--- config.mk ---
export PLATFORM = sky130hd
export DESIGN_NAME = controle_ciclo_forno_flat
export DESIGN_NICKNAME = d
export VERILOG_FILES = /design/src/rtl/controle_ciclo_forno_pkg.sv /design/src/rtl/controle_ciclo_forno_if.sv /design/src/rtl/controle_ciclo_forno_divisor_tick.sv /design/src/rtl/controle_ciclo_forno.sv /design/src/flat_wrapper.sv
export SDC_FILE = /design/constraint.sdc
export NUM_CORES = 1
export LEC_CHECK = 0
export ABC_AREA = 1
export CORE_AREA = 2 2 115 117
export DETAILED_ROUTE_END_ITERATION = 7
export DIE_AREA = 0 0 117 119
export PLACE_DENSITY = 0.49
export SYNTH_ARGS = -nofsm -noshare
export SYNTH_HDL_FRONTEND = slang
export SYNTH_SLANG_ARGS = --single-unit
export TNS_END_PERCENT = 1
--- constraint.sdc ---
create_clock -name CK -period 3.1 [get_ports CK]
set_clock_uncertainty 0.2 [all_clocks]
set_input_delay 0.62 -clock CK [delete_from_list [all_inputs] [get_ports CK]]
set_output_delay 0.62 -clock CK [all_outputs]
set_load 0.1 [all_outputs]
--- src/rtl/controle_ciclo_forno_pkg.sv ---
// Shared types and beep timing for the oven run-control block.
package forno_pkg;

   typedef enum logic [1:0] {
      ST_IDLE  = 2'd0,
      ST_RUN   = 2'd1,
      ST_PAUSE = 2'd2,
      ST_DONE  = 2'd3
   } estado_t;

   localparam int unsigned BEEP_ON_Q     = 32'd2;
   localparam int unsigned BEEP_OFF_Q    = 32'd2;
   localparam int unsigned BEEP_PERIOD_Q = BEEP_ON_Q + BEEP_OFF_Q;

   // True while the quarter-second index falls in the sounding part of a beep.
   function automatic logic beep_on(input logic [15:0] quarter);
      return (quarter % 16'(BEEP_PERIOD_Q)) < 16'(BEEP_ON_Q);
   endfunction

endpackage

--- src/rtl/controle_ciclo_forno_if.sv ---
// Panel/datapath signals of the oven run-control block.
interface controle_ciclo_forno_if;

   logic       Start;
   logic       Stop;
   logic       Porta;
   logic       TemR;
   logic       Tampar;
   logic       Magnetron;
   logic       Luz;
   logic       Buzzer;
   logic [1:0] Estado;

   modport master (
      output Start, Stop, Porta, TemR,
      input  Tampar, Magnetron, Luz, Buzzer, Estado
   );

   modport slave (
      input  Start, Stop, Porta, TemR,
      output Tampar, Magnetron, Luz, Buzzer, Estado
   );

endinterface

--- src/rtl/controle_ciclo_forno_divisor_tick.sv ---
// Modulo-DIV counter with clear and enable; tick marks the wrapping cycle.
module divisor_tick #(
   parameter int unsigned DIV = 32'd4
) (
   input  logic clk_i,
   input  logic rst_ni,
   input  logic en_i,
   input  logic clr_i,
   output logic tick_o
);

   localparam int unsigned   CW   = (DIV > 32'd1) ? $clog2(DIV) : 32'd1;
   localparam logic [CW-1:0] LAST = CW'(DIV - 32'd1);

   logic [CW-1:0] cnt_q;
   logic [CW-1:0] cnt_d;

   assign tick_o = en_i && (cnt_q == LAST);

   // Next count: clear wins, then wrap, then increment.
   always_comb begin
      cnt_d = cnt_q;
      if (clr_i) begin
         cnt_d = '0;
      end else if (tick_o) begin
         cnt_d = '0;
      end else if (en_i) begin
         cnt_d = cnt_q + CW'(1);
      end else begin
         cnt_d = cnt_q;
      end
   end

   // Count register.
   always_ff @(posedge clk_i or negedge rst_ni) begin
      if (!rst_ni) begin
         cnt_q <= '0;
      end else begin
         cnt_q <= cnt_d;
      end
   end

endmodule

--- src/rtl/controle_ciclo_forno.sv ---
// Oven run-control FSM: one-second decrement pulse, door pause and end-of-cycle beeps.
module controle_ciclo_forno
   import forno_pkg::*;
#(
   parameter int unsigned PRESCALE = 32'd50_000_000,
   parameter int unsigned N_BEEPS  = 32'd3
) (
   input  logic                  CK,
   input  logic                  nRST,
   controle_ciclo_forno_if.slave bus
);

   localparam int unsigned   N_QUARTERS = N_BEEPS * BEEP_PERIOD_Q;
   localparam int unsigned   QW         = (N_QUARTERS > 32'd1) ? $clog2(N_QUARTERS) : 32'd1;
   localparam logic [QW-1:0] Q_LAST     = QW'(N_QUARTERS - 32'd1);

   estado_t       state_q, state_d;
   logic [QW-1:0] quarter_q, quarter_d;
   logic          tampar_q, tampar_d;
   logic          magnetron_q, magnetron_d;
   logic          luz_q, luz_d;
   logic          buzzer_q, buzzer_d;

   logic sec_en_s, sec_clr_s, sec_tick_s;
   logic qtr_en_s, qtr_clr_s, qtr_tick_s;
   logic pattern_end_s;

   // Staying in RUN already implies door closed, no stop and TemR=1.
   assign sec_en_s      = (state_q == ST_RUN) && (state_d == ST_RUN);
   assign sec_clr_s     = (state_q != ST_RUN) && (state_d == ST_RUN);
   assign qtr_en_s      = (state_q == ST_DONE);
   assign qtr_clr_s     = (state_q != ST_DONE) && (state_d == ST_DONE);
   assign pattern_end_s = qtr_tick_s && (quarter_q == Q_LAST);

   divisor_tick #(.DIV(PRESCALE)) u_segundo (
      .clk_i  (CK),
      .rst_ni (nRST),
      .en_i   (sec_en_s),
      .clr_i  (sec_clr_s),
      .tick_o (sec_tick_s)
   );

   divisor_tick #(.DIV(PRESCALE / 32'd4)) u_quarto (
      .clk_i  (CK),
      .rst_ni (nRST),
      .en_i   (qtr_en_s),
      .clr_i  (qtr_clr_s),
      .tick_o (qtr_tick_s)
   );

   // Next-state logic, priority Stop > door open > TemR=0 > Start.
   always_comb begin
      state_d = state_q;
      case (state_q)
         ST_IDLE: begin
            if (!bus.Stop && bus.Start && bus.Porta && bus.TemR) state_d = ST_RUN;
            else                                                 state_d = ST_IDLE;
         end
         ST_RUN: begin
            if (bus.Stop)        state_d = ST_IDLE;
            else if (!bus.Porta) state_d = ST_PAUSE;
            else if (!bus.TemR)  state_d = ST_DONE;
            else                 state_d = ST_RUN;
         end
         ST_PAUSE: begin
            if (bus.Stop)                     state_d = ST_IDLE;
            else if (bus.Start && bus.Porta)  state_d = bus.TemR ? ST_RUN : ST_IDLE;
            else                              state_d = ST_PAUSE;
         end
         ST_DONE: begin
            if (bus.Stop || !bus.Porta || pattern_end_s) state_d = ST_IDLE;
            else                                        state_d = ST_DONE;
         end
         default: state_d = ST_IDLE;
      endcase
   end

   // Quarter index and registered outputs derived from the next state.
   always_comb begin
      quarter_d = quarter_q;
      if (qtr_clr_s) begin
         quarter_d = '0;
      end else if (pattern_end_s) begin
         quarter_d = '0;
      end else if (qtr_tick_s) begin
         quarter_d = quarter_q + QW'(1);
      end else begin
         quarter_d = quarter_q;
      end
      tampar_d    = sec_tick_s;
      magnetron_d = (state_d == ST_RUN);
      luz_d       = (state_d == ST_RUN) || (state_d == ST_PAUSE) || !bus.Porta;
      buzzer_d    = (state_d == ST_DONE) && beep_on(16'(quarter_d));
   end

   // State, beep index and output registers.
   always_ff @(posedge CK or negedge nRST) begin
      if (!nRST) begin
         state_q     <= ST_IDLE;
         quarter_q   <= '0;
         tampar_q    <= 1'b0;
         magnetron_q <= 1'b0;
         luz_q       <= 1'b0;
         buzzer_q    <= 1'b0;
      end else begin
         state_q     <= state_d;
         quarter_q   <= quarter_d;
         tampar_q    <= tampar_d;
         magnetron_q <= magnetron_d;
         luz_q       <= luz_d;
         buzzer_q    <= buzzer_d;
      end
   end

   assign bus.Tampar    = tampar_q;
   assign bus.Magnetron = magnetron_q;
   assign bus.Luz       = luz_q;
   assign bus.Buzzer    = buzzer_q;
   assign bus.Estado    = state_q;

endmodule
--- src/flat_wrapper.sv ---
// flat-port wrapper written by rule: the top's interface ports become plain ports
module controle_ciclo_forno_flat import forno_pkg::*;
#(
   parameter int unsigned PRESCALE = 32'd50_000_000,
   parameter int unsigned N_BEEPS  = 32'd3
)
  (CK, nRST, bus_Start, bus_Stop, bus_Porta, bus_TemR, bus_Tampar, bus_Magnetron, bus_Luz, bus_Buzzer, bus_Estado);
  controle_ciclo_forno_if bus_i ();
  input  logic CK;
  input  logic nRST;
  input wire logic [$bits(bus_i.Start)-1:0] bus_Start;
  input wire logic [$bits(bus_i.Stop)-1:0] bus_Stop;
  input wire logic [$bits(bus_i.Porta)-1:0] bus_Porta;
  input wire logic [$bits(bus_i.TemR)-1:0] bus_TemR;
  output wire logic [$bits(bus_i.Tampar)-1:0] bus_Tampar;
  output wire logic [$bits(bus_i.Magnetron)-1:0] bus_Magnetron;
  output wire logic [$bits(bus_i.Luz)-1:0] bus_Luz;
  output wire logic [$bits(bus_i.Buzzer)-1:0] bus_Buzzer;
  output wire logic [$bits(bus_i.Estado)-1:0] bus_Estado;
  assign bus_i.Start = bus_Start;
  assign bus_i.Stop = bus_Stop;
  assign bus_i.Porta = bus_Porta;
  assign bus_i.TemR = bus_TemR;
  assign bus_Tampar = bus_i.Tampar;
  assign bus_Magnetron = bus_i.Magnetron;
  assign bus_Luz = bus_i.Luz;
  assign bus_Buzzer = bus_i.Buzzer;
  assign bus_Estado = bus_i.Estado;
  controle_ciclo_forno #(.PRESCALE(PRESCALE), .N_BEEPS(N_BEEPS)) u_core (.CK(CK), .nRST(nRST), .bus(bus_i));
endmodule
# Word-level counts from Yosys, hierarchy flattened
# Index checks and enable logic that the tools add are counted.
# word_totals
regBits	60
out_inout_bits	6
word_cells	63
# op_classes
addsub	3
n_lt_le_gt_ge	1
eq_ne	11
mux	18
n_reduce_logical	21
# op_table
cell	n
2-to-1 mux 26 bit	3
2-to-1 mux 24 bit	3
adder 26 x 1 -> 26 bit, second input constant	1
== test 26 bit, second input constant	1
adder 24 x 1 -> 24 bit, second input constant	1
== test 24 bit, second input constant	1
2-to-1 mux 2 bit	6
2-to-1 mux 4 bit	3
logical AND 1 bit	11
nonzero test 3 bit	3
== test 2 bit, second input constant	4
case mux 2 bit (4 select lines)	1
adder 4 x 1 -> 4 bit, second input constant	1
== test 2 x 1 -> 1 bit, second input constant	2
== test 4 bit, second input constant	1
logical OR 1 bit	4
logical NOT 1 bit	2
logical NOT 2 bit	1
less-than comparator 2 bit, second input constant	1
2-to-1 mux 1 bit	2
inequality test 2 x 1 -> 1 bit, second input constant	1
inequality test 2 bit, second input constant	1

# Longest topological paths before layout
# depth
depth_word	11
ltp_mapped	14
depth_no_buf	14

# Modules after synthesis
# Synthesis repeated with hierarchy kept, for this count alone.
# unflattened
cells_unflattened	535
area_unflattened_um2	3834.9
# by_module_without_submodules
mod	n_inst	cells_each	area_each_um2	seq_area_each_um2
divisor_tick at u_core.u_segundo	1	263	1823.0	650.6
divisor_tick at u_core.u_quarto	1	207	1472.7	600.6
controle_ciclo_forno	1	65	539.3	250.2

# Worst setup path after synthesis
# OpenSTA, ideal clock, no wires.
# synth_path
path_kind	register to register
startpoint	reg u_core.state_q[0] (netlist: u_core.bus.Estado[0])
endpoint	reg u_core.u_segundo.cnt_q[17]
setup_ns	0.076
arrival_time_ns	2.740
path_slack_ns	0.084
stages_incl_launch_ff	13
n_path_buf	1
period_less_slack_ns	3.016
cell_sequence	dfrtp_1 > nand2_1 > nor2_1 > nand2_1 > nor2_4 > nand3_1 > a22oi_1 > ha_1 > nand2_1 > nor2_2 > inv_2 > buf_6 > o21ai_1
# synth_via
elab_chain_len	11
word_cells_on_any_way	17
# synth_lines
item	line	text
start, declared	controle_ciclo_forno.sv:17	estado_t state_q, state_d;
start signal, assigned	controle_ciclo_forno.sv:106	state_q <= state_d;
== test 2 bit	controle_ciclo_forno.sv:31, controle_ciclo_forno.sv:54	
logical AND 1 bit	controle_ciclo_forno_divisor_tick.sv:18	assign tick_o = en_i && (cnt_q == LAST);
logical AND 1 bit	controle_ciclo_forno.sv:33	assign pattern_end_s = qtr_tick_s && (quarter_q == Q_LAST);
logical OR 1 bit	controle_ciclo_forno.sv:71	if (bus.Stop || !bus.Porta || pattern_end_s) state_d = ST_IDLE;
2-to-1 mux 2 bit	controle_ciclo_forno.sv:71	
case mux 2 bit (4 select lines) *	controle_ciclo_forno.sv:54	case (state_q)
== test 2 x 1 -> 1 bit *	-	
via u_core.magnetron_d	controle_ciclo_forno.sv:20	logic magnetron_q, magnetron_d;
logical AND 1 bit	controle_ciclo_forno.sv:29	assign sec_en_s = (state_q == ST_RUN) && (state_d == ST_RUN);
logical AND 1 bit	controle_ciclo_forno_divisor_tick.sv:18	
2-to-1 mux 26 bit	controle_ciclo_forno_divisor_tick.sv:25	end else if (tick_o) begin
2-to-1 mux 26 bit	controle_ciclo_forno_divisor_tick.sv:23	if (clr_i) begin
end signal, assigned	controle_ciclo_forno_divisor_tick.sv:39	cnt_q <= cnt_d;
end, declared	controle_ciclo_forno_divisor_tick.sv:15	logic [CW-1:0] cnt_q;
# The timed path passes the listed nets; every way through them passes the cells marked *.
# A chain may end at the register's enable or synchronous reset.

# Worst setup path after layout
# layout_path
startpoint	reg u_core.u_quarto.cnt_q[0]
endpoint	reg u_core.u_quarto.cnt_q[12]
# layout_via
elab_chain_len	9
word_cells_on_any_way	13
# layout_lines
item	line	text
start, declared	controle_ciclo_forno_divisor_tick.sv:15	
start signal, assigned	controle_ciclo_forno_divisor_tick.sv:39	
== test 24 bit *	controle_ciclo_forno_divisor_tick.sv:18	
logical AND 1 bit *	controle_ciclo_forno_divisor_tick.sv:18	
logical AND 1 bit *	controle_ciclo_forno.sv:33	
logical OR 1 bit *	controle_ciclo_forno.sv:71	
2-to-1 mux 2 bit *	controle_ciclo_forno.sv:71	
case mux 2 bit (4 select lines) *	controle_ciclo_forno.sv:54	
via u_core.state_d[1]	controle_ciclo_forno.sv:17	
== test 2 bit *	controle_ciclo_forno.sv:32	assign qtr_clr_s = (state_q != ST_DONE) && (state_d == ST_DONE);
logical AND 1 bit *	controle_ciclo_forno.sv:32	
nonzero test 3 bit (no source line) / 2-to-1 mux 24 bit (equally long branches)	-	
# The timed path passes the listed nets; every way through them passes the cells marked *. The select of a mux whose other input is x is not followed.

==> out/metrics.cfg <==
[run_status]
outcome = completed

[clock_network]
cts_htree_levels = 3
cts-root-buf = clkbuf_16
cts_tree = done
cts_buffers = 9
path_clk_slew_ns = 0.05
postCtsSetupBuffers = 0
cts_buffer_depth = 2
clock-sinks = 60
clk_latency_ns = 0.33

[logic_synthesis]
synth_area_leaders = dfrtp_1 (40%), nand2_1 (16%), nor2_1 (5.3%), inv_1 (5.2%), nand3_1 (4.8%)
synth_edf_count = 0
synth.top_cells.by_count = nand2_1 (159), dfrtp_1 (60), nor2_1 (53)
synth_seq_cells = 60
ys_seq_area_share_pct = 40.23
ys.warnings.count = 0
synthDistinctLibCells = 31
synth_top_area_cell = dfrtp_1
syn_inst = 509
ys.flop_type = dfrtp_1
synth.most_common_cell = nand2_1
async_flop_share_pct = 100.0
syn_avg_cell_area_um2 = 7.333
synth_top_area_share_pct = 40.23
syn-num-nets = 520
synthesis.area_um2 = 3732

[timing]
setup_tns_ns = 0
min_period_over_period_pct = 89.45
max-slew-margin-rel_pct = 46.74
max_freq_mhz = 360.6
slew_viol_final = 0
setup_viol = 0
hold_viol_final = 0
rsz0062_at_grt = false
tightest_slew_ns = 0.7989
period_minus_slack_ns = 2.773

[floorplan]
start_util_pct = 28.99
io_pins = 12
die_area_um2 = 13920
fp-row-count = 42
die_h_um = 119
core_um2 = 12870
dieWidth_um = 117

[global_route]
grt_util_met3_pct = 3.562
grt_max_degree = 61
grt_overflow_total = 0
use_met2_pct = 22.43
antenna_found_initial = 0
globalRouteMet1Util_pct = 16.82
grt_usage_pct = 13.35
busiest_layer = met2
grt_pass1_vias = 3096
grt_first_pass_wirelength_um = 14660

[drt]
drtPass1Iterations = 4
vias_per_cell = 4.496
drt_iter0_drc = 164
wl_um = 8461
drcViolationCount = 0
final_antenna_net_count = 0
dr_total_vias = 3170
wl_per_cell_um = 12.00

[setup_path]
crit_fanout = 13
critical_path_required_ns = 3.14
cp_top_family = simple AND/OR/NAND/NOR gates
critPathMaxStageDelay_ns = 0.38
crit_chain = ha_1, nand2_1, nor2_2, nand2_2, nor2_4, nand3_1, a22oi_1, inv_1, ha_1, nor2_1, inv_1, o21ai_0
cp.buffers_inverters = 2
endpoint_kind = register
start_kind = register
slowest_stage = dfrtp_1
reg2reg_depth = 12
crit_cells = 12
arrival_ns = 2.81
critPathKind = reg -> reg

[cells_and_area]
drive_gt1_share_pct = 12.48
fin_nets = 539
final_area_um2 = 4288
area.growth.synth_to_final_pct = 14.88
diodes = 0

[power]
p_per_area_nw_per_um2 = 592.0
power_leakage_nw = 2.007
ir_worst_vdd_uv = 295.8

[placed_design]
portBuffers = 11
gp_congestion = 0.8349
placed_cell_area_um2 = 4036
hpwl_um = 6110

[hold_path]
holdCritPathClass = in -> async

[flow_run]
cap_violations = 0

report_power, final:
group	internal, mW	switching (mW)	total (mW)
sequential	0.886	0.125	1.01
combinational	0.228	0.428	0.656
clock	0.544	0.328	0.872
total	1.66	0.881	2.54
through the flow:
step                      power, mW  worst slack, ns  std cells  utilization [%]  hold slack (ns)
after global routing          2.714          0.05459        705            33.30           0.3236
after floorplan               1.519          0.08355        509                -           0.1244
final                         2.539           0.3271        705            33.30           0.2721
after detailed placement      1.682           0.1679        693            31.35           0.3021
after global placement        1.676           0.2390        693            31.35           0.2951
after CTS                     2.578           0.2543        705            33.27           0.3107
cell families after synthesis:
kind of cell	share of synthesized area [%]
adders and majority gates	1.676
AOI/OAI and AO/OA	7.979
xor gates and xnor gates	6.101
and+or+nand+nor	36.17
buffers and inverters	7.844
DFF	40.23
final timing paths:
path | startpoint | to | slack, ns
max in group asynchronous | nRST | u_core.u_quarto.cnt_q[16]$_DFFE_PN0P_ | 1.91
max reg2reg | u_core.u_quarto.cnt_q[0]$_DFFE_PN0P_ | u_core.u_quarto.cnt_q[12]$_DFFE_PN0P_ | 0.33
min reg2reg | u_core.u_segundo.cnt_q[1]$_DFFE_PN0P_ | u_core.u_segundo.cnt_q[1]$_DFFE_PN0P_ | 0.31
max | u_core.u_quarto.cnt_q[0]$_DFFE_PN0P_ | u_core.u_quarto.cnt_q[12]$_DFFE_PN0P_ | 0.33
min in group CK | u_core.u_segundo.cnt_q[1]$_DFFE_PN0P_ | u_core.u_segundo.cnt_q[1]$_DFFE_PN0P_ | 0.31
min | nRST | u_core.u_segundo.cnt_q[13]$_DFFE_PN0P_ | 0.27
layer usage:
metal	part of all wire [%]	wire length, um	vias to the layer above
met5	0	0	-
met2	49	4185	29
met4	1.2	102	0
met1	47	3965	1472
met3	2.4	207	11
li1	-	-	1658
registers in the layout (all words and copies together) (netlist names):
name / count
u_core.u_quarto.cnt_q: 24
u_core.u_segundo.cnt_q: 26
u_core.bus.Tampar: 1
u_core.bus.Estado: 2
u_core.quarter_q: 4
u_core.bus.Luz: 1
u_core.bus.Buzzer: 1
u_core.bus.Magnetron: 1
area by class of cell:
cell class	instances	area, um^2
clock buffers	12	246.5
flip-flops and latches	60	1501
repair buffers	16	140.1
multi-input cells	378	1943
fillers	1376	8587
well taps	176	220.2
inverters	63	236.5
cells in the final DEF, fill, tap and decap left out, drive strengths merged:
cell and n:
inv 63, xor2 19, clkbuf 12, clkdlybuf4s50 4
a22oi 1, nand2 164, a31oi 1, buf 12
xnor2 7, o22ai 8, nor2 70, dfrtp 60
a21oi 8, o21ai 29, nor4b 1, o21bai 4
ha 5, nand3 46, o31ai 1, nor3 5
a21boi 1, nand4 8
timing repair:
action	in CTS	in global routing
gates resized for setup	0	1
hold buffers	0	0
endpoints found under the setup margin	0	1
No activity file was read; power rests on OpenSTA's default activity.
